==> src/rtl/vt_pkg.sv <==
// Shared types and constants for the VT frame collector and the single-edit decoder.
// Each frame bundles the packed received bits with the decoder's scalar inputs.
package vt_pkg;

    localparam int unsigned DATA_WIDTH = 32;
    localparam int unsigned CW         = 32;

    typedef enum logic [0:0] {
        COLLECT = 1'b0,
        HOLD    = 1'b1
    } vt_state_e;

    typedef struct packed {
        logic [DATA_WIDTH-1:0] received;
        logic [CW-1:0]         N;
        logic [CW-1:0]         n;
        logic [CW-1:0]         a;
        logic [CW-1:0]         digit_sum;
        logic [CW-1:0]         syndrome;
        logic                  overflow;
        logic                  len_err;
    } vt_frame_t;

    // Received length is unusable for a single-edit decode when it differs from n by more than one
    function automatic logic len_err_f(input logic [CW-1:0] rx_len, input logic [CW-1:0] nom_len);
        logic [CW-1:0] diff;
        diff = (rx_len >= nom_len) ? rx_len - nom_len : nom_len - rx_len;
        return diff > CW'(1);
    endfunction

endpackage

==> src/rtl/vt_out_slot.sv <==
// One-deep registered valid/ready holding slot for a completed frame.
// A load always wins over a consume, so consume+load keeps out_valid high.
module vt_out_slot
    import vt_pkg::*;
(
    input  logic      clk,
    input  logic      rst_n,
    input  logic      load,
    input  vt_frame_t frame_in,
    input  logic      out_ready,
    output logic      out_valid,
    output vt_frame_t frame,
    output logic      free_c
);

    assign free_c = !out_valid || out_ready;

    always_ff @(posedge clk or negedge rst_n) begin
        if (!rst_n) begin
            out_valid <= 1'b0;
            frame     <= '0;
        end else if (load) begin
            out_valid <= 1'b1;
            frame     <= frame_in;
        end else if (out_ready) begin
            out_valid <= 1'b0;
        end
    end

endmodule

==> src/rtl/vt_frame_collector.sv <==
// Serial-to-frame collector for the VT decoder: packs bits LSB-first and accumulates
// length, digit sum and weighted syndrome, then hands the frame to a one-deep output slot.
module vt_frame_collector
    import vt_pkg::*;
(
    input  logic                  clk,
    input  logic                  rst_n,
    input  logic                  in_valid,
    output logic                  in_ready,
    input  logic                  in_bit,
    input  logic                  in_last,
    input  logic [CW-1:0]         n_cfg,
    input  logic [CW-1:0]         a_cfg,
    output logic                  out_valid,
    input  logic                  out_ready,
    output logic [DATA_WIDTH-1:0] out_received,
    output logic [CW-1:0]         out_N,
    output logic [CW-1:0]         out_n,
    output logic [CW-1:0]         out_a,
    output logic [CW-1:0]         out_digit_sum,
    output logic [CW-1:0]         out_syndrome,
    output logic                  out_overflow,
    output logic                  out_len_err
);

    vt_state_e state;
    vt_state_e state_next;
    vt_frame_t col;           // frame under construction; col.N doubles as the bit index
    vt_frame_t col_next_c;
    vt_frame_t load_frame_c;
    vt_frame_t slot_frame;
    logic      accept_c;
    logic      load_c;
    logic      slot_free_c;

    assign accept_c = in_valid && in_ready;

    // Collector contents after absorbing the bit currently on the input
    always_comb begin : bit_update
        col_next_c = col;
        if (col.N == '0) begin
            col_next_c.n = n_cfg;
            col_next_c.a = a_cfg;
        end
        if (col.N < CW'(DATA_WIDTH)) begin
            col_next_c.received  = col.received | (DATA_WIDTH'(in_bit) << col.N);
            col_next_c.digit_sum = col.digit_sum + CW'(in_bit);
            col_next_c.syndrome  = col.syndrome + (in_bit ? col.N + CW'(1) : CW'(0));
        end else begin
            col_next_c.overflow = 1'b1;
        end
        if (col.N != '1) begin
            col_next_c.N = col.N + CW'(1);
        end
    end

    always_comb begin : fsm_next
        state_next   = state;
        load_c       = 1'b0;
        load_frame_c = col_next_c;
        case (state)
            COLLECT: begin
                if (accept_c && in_last) begin
                    if (slot_free_c) begin
                        load_c = 1'b1;
                    end else begin
                        state_next = HOLD;
                    end
                end
            end
            HOLD: begin
                load_frame_c = col;
                if (slot_free_c) begin
                    load_c     = 1'b1;
                    state_next = COLLECT;
                end
            end
            default: state_next = COLLECT;
        endcase
        load_frame_c.len_err = len_err_f(load_frame_c.N, load_frame_c.n);
    end

    // in_ready is a registered decode of the next state, never a path from out_ready
    always_ff @(posedge clk or negedge rst_n) begin
        if (!rst_n) begin
            state    <= COLLECT;
            in_ready <= 1'b1;
        end else begin
            state    <= state_next;
            in_ready <= (state_next == COLLECT);
        end
    end

    always_ff @(posedge clk or negedge rst_n) begin
        if (!rst_n) begin
            col <= '0;
        end else if (load_c) begin
            col <= '0;
        end else if (accept_c) begin
            col <= col_next_c;
        end
    end

    vt_out_slot u_out_slot (
        .clk       (clk),
        .rst_n     (rst_n),
        .load      (load_c),
        .frame_in  (load_frame_c),
        .out_ready (out_ready),
        .out_valid (out_valid),
        .frame     (slot_frame),
        .free_c    (slot_free_c)
    );

    assign out_received  = slot_frame.received;
    assign out_N         = slot_frame.N;
    assign out_n         = slot_frame.n;
    assign out_a         = slot_frame.a;
    assign out_digit_sum = slot_frame.digit_sum;
    assign out_syndrome  = slot_frame.syndrome;
    assign out_overflow  = slot_frame.overflow;
    assign out_len_err   = slot_frame.len_err;

endmodule

==> config.mk <==
export PLATFORM = sky130hd
export DESIGN_NAME = vt_frame_collector
export DESIGN_NICKNAME = d
export VERILOG_FILES = /design/src/rtl/vt_pkg.sv /design/src/rtl/vt_out_slot.sv /design/src/rtl/vt_frame_collector.sv
export SDC_FILE = /design/constraint.sdc
export NUM_CORES = 1
export LEC_CHECK = 0
export ABC_CLOCK_PERIOD_IN_PS = 8340
export CAP_MARGIN = 20
export CORE_MARGIN = 2
export CORE_UTILIZATION = 28
export CTS_BUF_LIST = sky130_fd_sc_hd__clkbuf_2 sky130_fd_sc_hd__clkbuf_4 sky130_fd_sc_hd__clkbuf_8
export CTS_CLUSTER_DIAMETER = 30
export DETAILED_ROUTE_END_ITERATION = 8
export PLACE_DENSITY = 0.41
export SLEW_MARGIN = 20
export SYNTH_ARGS = -nofsm -noshare
export SYNTH_HDL_FRONTEND = slang
export SYNTH_SLANG_ARGS = --single-unit
==> constraint.sdc <==
create_clock -name clk -period 8.34 [get_ports clk]
set_input_delay 1.251 -clock clk [delete_from_list [all_inputs] [get_ports clk]]
set_output_delay 1.251 -clock clk [all_outputs]
set_load 0.01 [all_outputs]
After elaboration in Yosys (flattened, before gate mapping)
Cells that the tools add are included.
{ "word_totals": {"regBits": 391, "latch_bits": 0, "ramBits": 0, "rom_bits": 0, "in_bits": 70, "output_inout_bits": 196, "word_cells": 57, "n_memories": 0} }
{ "op_classes": {"n_addsub": 5, "n_mul": 0, "n_div": 0, "order_cmp": 3, "eq_ne": 1, "shift": 1, "n_mux": 18, "n_bitwise": 3, "n_reduce_logical": 7} }
{ "ops": {"columns": ["op", "n"], "rows": [
  ["$mux 194", 3],
  ["$mux 32", 4],
  ["$mux 64", 2],
  ["$sub 32x32->32", 2],
  ["$add 32x1->32", 1],
  ["$add 32x1->32 const B", 1],
  ["$add 32x32->32", 1],
  ["$ge 32x32->1", 1],
  ["$gt 32x1->1 const B", 1],
  ["$logic_not 32->1", 1],
  ["$lt 32x6->1 const B", 1],
  ["$ne 32x32->1 const B", 1],
  ["$or 32x32->32", 1],
  ["$shl 1x32->32", 1],
  ["$mux 1", 7],
  ["$pmux 1 s2", 2],
  ["$reduce_bool 2->1", 2],
  ["$logic_and 1x1->1", 2],
  ["$not 1->1", 2],
  ["$logic_not 1->1", 1],
  ["$logic_or 1x1->1", 1]
]} }

Logic depth before layout (Yosys ltp)
{ "logic_depth": {"word_depth": 8, "ltp_mapped": 28, "depth_no_buf": 24} }

Modules after synthesis
Synthesis repeated with hierarchy kept, for this count alone.
{ "hier_totals": {"hier_cells": 2707, "hier_area_um2": 24928.9} }
{ "modules_own_cells": {"columns": ["mod", "n_inst", "cells_per_inst", "area_each_um2", "seq_area_each_um2"], "rows": [
  ["vt_frame_collector", 1, 2294, 17070.1, 4880.9],
  ["vt_out_slot", 1, 413, 7858.8, 4879.7]
]} }

Worst setup path after synthesis
OpenSTA, ideal clock, no wires.
{ "synth_path": {"path_kind": "flip-flop to flip-flop", "from": "register col[130] (netlist name)", "to": "register u_out_slot.frame[0] (netlist name)", "setup_time_ps": 140, "arrival_ps": 5780, "required_time_ps": 8200, "path_slack_ps": 2420, "stages_incl_launch_ff": 24, "n_path_buf": 3, "period_less_slack_ps": 5920, "path_cell_list": "dfrtp_1 clkbuf_1 inv_1 ha_1 nor4b_1 nand2_1 nor3_1 buf_1 buf_1 mux2i_1 inv_1 ha_1 fa_1 nand3b_1 a21oi_1 o41ai_1 nor4b_1 or3_1 a211oi_1 a31oi_1 or4_1 or4_1 nor4_1 a31oi_1"} }
{ "synth_rtl": {"columns": ["item", "line", "rtl"], "rows": [
  ["start: declaration", "vt_frame_collector.sv:28", "vt_frame_t col;"],
  ["start signal: assignment", "vt_frame_collector.sv:100", "col <= col_next_c;"],
  ["end signal: assignment", "vt_out_slot.sv:24", "frame <= frame_in;"],
  ["end: declaration", "vt_out_slot.sv:12", "output vt_frame_t frame,"]
]} }

==> flow_summary.ini <==
[outcome]
outcome = finished clean

[sta]
setup_violations = 0
min_period_ns = 7.84
rsz0062_at_grt = no
hold_viol = 0
slew_viol_final = 0
max_freq_mhz = 127
worstMarginPinSlew_ns = 1.08
slew_headroom_pct = 27.4
clock_skew_ns = 0.0390
setup_tns_ns = 0
post-route-period-util_pct = 94.0

[logic_synthesis]
synth_seq_cells = 390
synthArstFlopShare_pct = 100
ys.flop_type = dfrtp_1
ys_top_cells_by_area = dfrtp_1, nand2_1, a21oi_1
syn-num-nets = 3097
yosysMostFrequentCell = nand2_1
syn_inst = 2927
synth.distinct_cells = 84
ys_warn_count = 0
synth_top_area_share_pct = 40.9
synth-edff-count = 0
syn_area_um2 = 23800
synthTopCellsByCount = nand2_1, dfrtp_1, a21oi_1
avgSynthCellArea_um2 = 8.12
yosys.area.top_type = dfrtp_1
seq_area_frac_synth_pct = 41.1

[clocking]
clockBufferDepth = 3
cts_tree = built
ctsHoldBuffers = 0
cts_inserted_buffers = 120
insertion_delay_ns = 0.75
post_cts_resized = 0
post_cts_buffers = 0
clk_pin_slew_ns = 0.05
h-tree-depth = 3
cts_root_buf = clkbuf_8
cts.sinks = 390

[global_routing]
grt_pass1_vias = 22400
grt_usage_pct = 20.8
grt_max_degree = 216
grt_first_pass_wirelength_mm = 140
gr-total-overflow = 0
antenna_found_initial = 7

[drt]
final_antenna_net_count = 0
vias_per_cell = 5.08
vias = 22300
post-route-drc-count = 0
wl_mm = 91.6
drt_iter0_markers = 1725
firstDrtPassIters = 6
wire_per_inst_um = 20.9

[die]
core_um2 = 83800
die-area_um2 = 87300
io_pins = 266
die_w_um = 295
num_rows = 106
start_util_pct = 28.4
die_h_um = 295

[setup_path]
crit_type = flip-flop to flip-flop
critical_path.max_fanout = 22
path_buf_inv = 1
cpMaxStageDelayCell = dfrtp_1
cp_cell_sequence = nand2_1 > nor2_1 > and4_1 > nand2_1 > nor3_1 > and2_0 > and3_1 > nand3_1 > o21ai_0 > inv_1 > ha_1 > a21o_1 > a21oi_1 > o21bai_1 > nor2b_1 > o21ai_1 > nand2_2 > mux2_2 > nor2_1 > or4_1 > or4_1 > nor4_1 > a31oi_1
critPathLaunchType = flip-flop
cp_top_family = simple AND/OR/NAND/NOR gates
cp_data_required_time_ns = 8.92
worstPathArrival_ns = 8.43
critPathMaxStageDelay_ns = 0.72
cp-end-kind = flip-flop

[final_layout]
multi_input_area_um2 = 12900
post-route-cell-area_um2 = 30200
drive_gt1_share_pct = 9.68
final_net_count = 3325
synthToLayoutAreaGrowth_pct = 27.1
regArea_um2 = 9760
n_fill_cell = 8843

[worst_hold_path]
hp-class = flip-flop to flip-flop

[place]
gp_congestion = 0.898
port_buffers = 265
hpwl_mm = 65.8
dpl_cell_area_um2 = 27500

[power_and_ir_drop]
p_leak_uw = 0.0133
irDropWorstVdd_mv = 0.149
p_per_area_nw_per_um2 = 353

[flow_run]
drv_cap = 0
## where the power goes
group | switching, uW | internal, uW
Clock | 1100 | 1980
Sequential | 245 | 2260
Combinational | 3240 | 1860
## area by class of cell
cell class | count | share of cell area [%]
antenna | 3 | 0.0248
inverter | 103 | 1.28
multi-input combinational | 2237 | 42.7
clock buffer | 174 | 7.49
sequential | 390 | 32.3
tap | 1134 | 4.70
clock inverter | 47 | 1.62
timing repair buffer | 303 | 9.91
## final timing paths
check                      cells after the start  slack (ns)                 start                    to
max in group asynchronous                      2        6.30                 rst_n  u_out_slot.frame[70]
max reg2reg                                   23        0.50              col[132]   u_out_slot.frame[0]
min reg2reg                                    2        0.47  u_out_slot.frame[42]  u_out_slot.frame[42]
min in group asynchronous                      1        0.52                 rst_n  u_out_slot.frame[40]
min                                            2        0.47  u_out_slot.frame[42]  u_out_slot.frame[42]
max                                           23        0.50              col[132]   u_out_slot.frame[0]
## cell families after synthesis
family | count (synthesis) | share of synthesized area (%)
multiplexers | 48 | 2.04
flip-flops | 390 | 41.1
XOR/XNOR | 127 | 4.68
AND/OR/NAND/NOR | 1135 | 21.0
adder cells (fa/ha/maj) | 100 | 5.33
AO/OA/AOI/OAI | 827 | 21.1
buffers and inverters | 300 | 4.87
## cells in the final DEF, fill, tap and decap left out, types with 86 or more instances in the layout
master,instances
dfrtp_1,389
nand2_1,588
nor2_1,225
a31oi_1,86
clkdlybuf4s50_1,264
inv_1,103
clkbuf_8,153
a21oi_1,278
ha_1,98
o21ai_0,238
## registers in the layout, indices dropped and copies added (netlist names)
register,cells
col,193
in_ready,1
state,1
u_out_slot.frame,194
u_out_slot.out_valid,1
## stage by stage
stage                     setup WS (ns)  power [uW]  instances  hold slack [ns]  util, %
after detailed placement          0.680        7610       4167            0.470     32.8
after global placement            0.854        7690       4167            0.466     32.8
after floorplan                    2.42        5620       2927            0.450        -
after CTS                         0.638       10800       4388            0.480     36.0
after global routing             0.0552       11400       4390            0.499     36.0
final                             0.496       10700       4391            0.472     36.0
## tightest hold or removal path, stage by stage, from the launching register on
cell and delay (ns):
dfrtp_1 0.33, nand2_1 0.05, o21ai_0 0.06
## per-layer routing
layer  wire [um]  up-vias  track usage [%]
li1            -    10700                -
met1       40600    10900             26.9
met2       44400      556             35.2
met3        4250      147             3.97
met4        2310        4             6.18
met5          22        -                0
(Power assumes the default switching activity.)
